==> src/rtl/alu_pkg.sv <==
// rtl/alu_pkg.sv - shared ALU widths and result-register FSM state encodings
package alu_pkg;

  localparam int ALU_DATA_W = 8;
  localparam int ALU_B_W    = 4;

  typedef enum logic [1:0] {
    ST_IDLE         = 2'd0,
    ST_DEBOUNCE     = 2'd1,
    ST_LOAD         = 2'd2,
    ST_WAIT_RELEASE = 2'd3
  } state_e;

endpackage

==> src/rtl/sync2.sv <==
// rtl/sync2.sv - two-flop synchronizer with synchronous reset to a fixed level
module sync2 #(
  parameter logic RESET_VAL = 1'b1
) (
  input  logic clk,
  input  logic rst,
  input  logic d,
  output logic q
);

  logic s1_q, s1_d;
  logic s2_q, s2_d;

  // Next values simply shift the raw input down the two-stage chain
  always_comb begin
    s1_d = d;
    s2_d = s1_q;
  end

  // Both stages reset to the idle level so a released key reads as released
  always_ff @(posedge clk) begin
    if (rst) begin
      s1_q <= RESET_VAL;
      s2_q <= RESET_VAL;
    end else begin
      s1_q <= s1_d;
      s2_q <= s2_d;
    end
  end

  assign q = s2_q;

endmodule

==> src/rtl/alu_result_reg.sv <==
// rtl/alu_result_reg.sv - debounced push-button capture of the ALU result with B feedback
module alu_result_reg
  import alu_pkg::*;
#(
  parameter int DEBOUNCE_CYCLES = 500000,
  parameter int DATA_W          = ALU_DATA_W,
  parameter int B_W             = ALU_B_W
) (
  input  logic              Clock,
  input  logic              Reset,
  input  logic              KEY_n,
  input  logic [DATA_W-1:0] ALUIn,
  output logic [DATA_W-1:0] Q,
  output logic [B_W-1:0]    BOut,
  output logic              LoadPulse,
  output logic              Busy
);

  localparam int               CNT_W    = $clog2(DEBOUNCE_CYCLES + 1);
  localparam logic [CNT_W-1:0] CNT_LAST = CNT_W'(DEBOUNCE_CYCLES - 1);
  localparam logic [CNT_W-1:0] CNT_ONE  = CNT_W'(1);

  logic key_s;

  state_e            state_q, state_d;
  logic [CNT_W-1:0]  cnt_q, cnt_d;
  logic [DATA_W-1:0] q_q, q_d;
  logic              load_pulse_q, load_pulse_d;

  sync2 #(.RESET_VAL(1'b1)) u_key_sync (
    .clk (Clock),
    .rst (Reset),
    .d   (KEY_n),
    .q   (key_s)
  );

  // Press/release qualification; the result register only moves in LOAD
  always_comb begin
    state_d      = state_q;
    cnt_d        = cnt_q;
    q_d          = q_q;
    load_pulse_d = 1'b0;
    case (state_q)
      ST_IDLE: begin
        if (!key_s) begin
          state_d = ST_DEBOUNCE;
          cnt_d   = '0;
        end
      end
      ST_DEBOUNCE: begin
        if (key_s) begin
          state_d = ST_IDLE;
          cnt_d   = '0;
        end else if (cnt_q == CNT_LAST) begin
          state_d = ST_LOAD;
        end else begin
          cnt_d = cnt_q + CNT_ONE;
        end
      end
      ST_LOAD: begin
        q_d          = ALUIn;
        load_pulse_d = 1'b1;
        cnt_d        = '0;
        state_d      = ST_WAIT_RELEASE;
      end
      ST_WAIT_RELEASE: begin
        if (!key_s) begin
          cnt_d = '0;
        end else if (cnt_q == CNT_LAST) begin
          state_d = ST_IDLE;
          cnt_d   = '0;
        end else begin
          cnt_d = cnt_q + CNT_ONE;
        end
      end
      default: begin
        state_d = ST_IDLE;
        cnt_d   = '0;
      end
    endcase
  end

  // State, counter and result register; reset clears Q rather than holding it
  always_ff @(posedge Clock) begin
    if (Reset) begin
      state_q      <= ST_IDLE;
      cnt_q        <= '0;
      q_q          <= '0;
      load_pulse_q <= 1'b0;
    end else begin
      state_q      <= state_d;
      cnt_q        <= cnt_d;
      q_q          <= q_d;
      load_pulse_q <= load_pulse_d;
    end
  end

  assign Q         = q_q;
  assign BOut      = q_q[B_W-1:0];
  assign LoadPulse = load_pulse_q;
  assign Busy      = (state_q != ST_IDLE);

endmodule

==> config.mk <==
export PLATFORM = sky130hd
export DESIGN_NAME = alu_result_reg
export DESIGN_NICKNAME = d
export VERILOG_FILES = /design/src/rtl/alu_pkg.sv /design/src/rtl/sync2.sv /design/src/rtl/alu_result_reg.sv
export SDC_FILE = /design/constraint.sdc
export NUM_CORES = 1
export LEC_CHECK = 0
export ABC_AREA = 1
export ABC_CLOCK_PERIOD_IN_PS = 1700
export CORE_MARGIN = 5
export CORE_UTILIZATION = 40
export DETAILED_ROUTE_END_ITERATION = 10
export DONT_BUFFER_PORTS = 1
export SYNTH_ARGS = -nofsm -noshare
export SYNTH_HDL_FRONTEND = slang
export SYNTH_HIERARCHICAL = 1
export SYNTH_SLANG_ARGS = --single-unit
==> constraint.sdc <==
create_clock -name Clock -period 1.7 [get_ports Clock]
set_input_delay 0.34 -clock Clock [delete_from_list [all_inputs] [get_ports Clock]]
set_output_delay 0.34 -clock Clock [all_outputs]
set_load 0.01 [all_outputs]
* After elaboration in Yosys (flattened, before gate mapping)
Index checks and enable logic that the tools add are counted.
** Word-level totals
- Register bits after elaboration :: 32
- Bits of input ports :: 11
** Operators by class
- Add/subtract/negate cells :: 1
- Eq/ne operators :: 9
- Multiplexer cells :: 13
- Reduce and logical (&&, ||, !) cells :: 4
** Operators by type and width (count)
- $mux 19 :: 5
- $pmux 19 s4 :: 1
- $add 19x1->19 const B :: 1
- $eq 19x19->1 const B :: 1
- $mux 2 :: 5
- $pmux 2 s4 :: 1
- $ne 3x2->1 const B :: 2
- $eq 2x2->1 const B :: 2
- $ne 2x2->1 const B :: 2
- $reduce_and 4->1 :: 1
- $eq 2x1->1 const B :: 1
- $logic_not 2->1 :: 1
- $ne 2x1->1 const B :: 1
- $reduce_and 2->1 :: 1
- $reduce_bool 2->1 :: 1
- $mux 1 :: 1

* Longest topological paths before layout
- Depth after elaboration :: 4
- Mapped depth :: 12
- Depth with buffers taken out :: 12

* By module
Netlist, hierarchy kept.
** By module, submodules not included
- alu_result_reg :: instances 1, cells an instance 290, area each 1824.2 um^2, seq. area each 600.6 um^2
- sync2 :: instances 1, cells an instance 7, area each 58.8 um^2, seq. area each 40.0 um^2

* Least setup slack after synthesis
No wires, ideal clock.
- Path type :: register -> register
- From :: register cnt_q[0]
- To :: register cnt_q[13]
- Setup time :: 113 ps
- Data arrival time :: 1475 ps
- Data required time :: 1587 ps
- Path slack :: 112 ps
- Cell stages (with the launch flop) :: 12
- Period minus slack after synthesis :: 1588 ps
- Cell sequence :: dfxtp_1 ha_1 nand2_2 nor2_4 inv_2 nor2_2 nand3_2 buf_2 nand3_1 nand2_1 nand3_1 nor2_1
** Between the ends
- Word-level cells in the longest chain between the ends :: 4
- Elaborated cells on any way between the ends :: 9
- Those cells by class :: add/sub: 1; eq/ne: 2; mux: 5; reduce/logical: 1
** RTL lines
- from (decl) :: RTL line alu_result_reg.sv:26 : logic [CNT_W-1:0] cnt_q, cnt_d;
- from (signal assigned) :: RTL line alu_result_reg.sv:92 : cnt_q <= cnt_d;
- $add 19x1->19 / $eq 19x19->1 (equally long branches)
- $mux 19, on equally long branches :: RTL line alu_result_reg.sv:69, alu_result_reg.sv:54
- $mux 19, on equally long branches :: RTL line alu_result_reg.sv:67, alu_result_reg.sv:51
- $pmux 19 s4 :: RTL line alu_result_reg.sv:43 : case (state_q)
Parallel ways exist; a longest one is shown, timed or not. The select of a mux whose other input is x is not followed.
A chain may end at the register's enable or synchronous reset.

* Worst setup path in the final report
- From :: register cnt_q[1]
- To :: register cnt_q[6]
Same word-level chain as after synthesis.

==> results.toml <==
[timing]
relSlewSlack_pct = 78.6
period_minus_slack_ns = 1.63
max_freq_mhz = 612
final_max_slew_viol_count = 0
fin_skew_ns = 0.00512
hold_viol = 0
tightest_slew_ns = 0.319
setup_viol_count_final = 0
period_share_pct = 96.2

[power_and_ir_drop]
power.leakage_nw = 0.936
ir_worst_vdd_mv = 0.425
p_per_area_nw_per_um2 = 778

[yosys]
synth-edff-count = 0
ys_seq_area_share_pct = 34.0
synth_area_leaders = "dfxtp_1 (34%), nand2_1 (13%), nand3_1 (10%), nor2_1 (9.8%), nand4_1 (7.6%)"
synth_top_cell_by_area = "dfxtp_1"
ys_types = 28
synthCells = 297
ys_ff_latch = 32
synth.avg_cell_area_um2 = 6.34
ys_warn_count = 6
synth.cell_area_um2 = 1880
synth.top_cell.area_share_pct = 34.0
async_flop_share_pct = 0
synthesis.nets = 309
synth-main-ff-cell = "dfxtp_1"

[detailed_routing]
vias = 1962
routed_wirelength_um = 5000
drt-pass1-iter-count = 4
dr.first_iter.drc_count = 120
viasPerCell = 5.35
ant_nets = 0
post_drt_wl_per_cell_um = 13.6
drcViolationCount = 0

[setup_path]
crit_slowest_cell = "dfxtp_1"
worstSetupEndpointType = "flop"
arrival_ns = 1.85
crit_buf_inv = 1
path_cells = "ha_2, nand2_2, nor2_1, buf_4, xor2_1, nand3_1, a31oi_1"
critPathMaxFanout = 4
crit_family = "simple AND/OR/NAND/NOR gates"
critical_path_required_ns = 1.91
worst-setup-path-type = "flop to flop"
slowest_delay_ns = 0.34
setup.worst_path.start_class = "flop"

[clock_network]
htree_num_levels = 2
cts_buffer_depth = 2
clkSinkCount = 32
cts_tree = "built"
clkTransAtPathRegs_ns = 0.07
numCtsBuffers = 5
cts-root-buf = "clkbuf_8"
clock_latency_ns = 0.29

[layout]
nFillCells = 499
layout.nets = 324
area_growth_pct = 14.6
diodes = 0
final_util_pct = 46.3
design_area_um2 = 2160
drive_above_1_share_pct = 12.5

[grt]
grt_overflow = 0
grt_pass1_vias = 1895
antenna_found_initial = 0
grt_pass1_wl_um = 8470
grtUsageTotal_pct = 17.2
grt_max_degree = 13

[run]
max-cap-violations = 0

[floorplanning]
die_w_um = 78.6
fp.dieH_um = 78.6
io_pins = 25
rows = 25
start_util_pct = 40.4
dieArea_um2 = 6180
core-area_um2 = 4660

[placed_design]
gp_congestion = 1.01
place_hpwl_um = 3820
placed_area_um2 = 2000
io_buffer_count = 0

[worst_hold_path]
hp-class = "input port to flop"

[run_status]
status = "completed"
## placed cells by master (no fill, tap or decap), types with 2 or more instances in the layout
master	netlist	final
nand2_1	65	64
nor2_1	49	46
nand3_1	38	38
inv_1	35	35
dfxtp_1	32	32
nand4_1	23	23
buf_4	4	17
o21ai_0	10	10
clkbuf_8	0	7
nor3_1	6	6
clkinv_1	5	5
nor2_2	1	4
a21oi_1	4	4
a31oi_1	4	4
nand2_4	3	3
xor2_1	3	3
nand2_2	1	2
## path summary, 6_finish.rpt
path                                       from            to  slack, ns  cells past startpoint
worst min register to register  u_key_sync/s1_q  u_key_sync/q       0.42                      2
worst max register to register         cnt_q[1]      cnt_q[6]       0.07                      7
worst min-delay path                      Reset      cnt_q[2]       0.11                      1
worst max-delay path                   cnt_q[1]      cnt_q[6]       0.07                      7
## final cells by class
| type | instances | area [µm²] | area share, % |
|---|---|---|---|
| multi-input combinational | 214 | 1040 | 48.0 |
| sequential | 32 | 641 | 29.7 |
| inverter | 42 | 160 | 7.42 |
| timing repair buffer | 17 | 128 | 5.91 |
| clock buffer | 7 | 96.3 | 4.46 |
| tap | 54 | 67.6 | 3.13 |
| clock inverter | 1 | 30.0 | 1.39 |
## metal layers
layer | global-route usage (%) | vias up | wire length [µm]
met4 | 6.82 | 0 | 88
met2 | 27.0 | 56 | 2260
li1 | - | 995 | -
met1 | 21.8 | 902 | 2290
met3 | 5.28 | 9 | 355
met5 | 0 | - | 0
## synth_stat cells, types with 2 or more instances
master / n
buf_2: 2
nor2_1: 49
nand3_1: 38
nand2_4: 3
nor3_1: 6
clkbuf_1: 2
o21ai_0: 10
nand4_1: 23
dfxtp_1: 32
clkinv_1: 5
a31oi_1: 4
buf_4: 4
inv_1: 35
a21oi_1: 4
xor2_1: 3
nand2_1: 65
## state kept, by name, indices dropped and copies added (netlist names), named ones only
signal / cells
state_q: 1
cnt_q: 19
Q: 8
u_key_sync/s1_q: 1
u_key_sync/q: 1
LoadPulse: 1
## through the flow
step	hold WS (ns)	TNS [ns]	setup slack, ns	power (W)	std cells
after global placement	0.403	0	0.0855	0.000873	357
after global routing	0.105	-0.000116	-0.000116	0.00174	367
after CTS	0.112	0	0.0814	0.00168	365
after floorplan	0.387	0	0.112	0.000846	297
after detailed placement	0.405	0	0.113	0.000874	357
final	0.114	0	0.0654	0.00168	367
## cells by family after synthesis
kind of cell               count (synthesis)  synth area share [%]
and+or+nand+nor                          190                  46.4
buffers and inverters                     51                  11.6
DFF                                       32                  34.0
AOI/OAI and AO/OA                         19                  5.45
xor gates and xnor gates                   4                  1.86
adders and majority gates                  1                 0.664
## power by group
part           internal (W)  total [W]  switching [W]
sequential         0.000757   0.000764     0.00000734
combinational     0.0000322   0.000100      0.0000678
clock              0.000517   0.000814       0.000297
## what timing repair did
item,in CTS,in global routing
buffers inserted,0,2
setup endpoints to repair,0,11
hold buffers,0,0
gates resized for setup,0,5
Power figures use the tool's default switching activity.
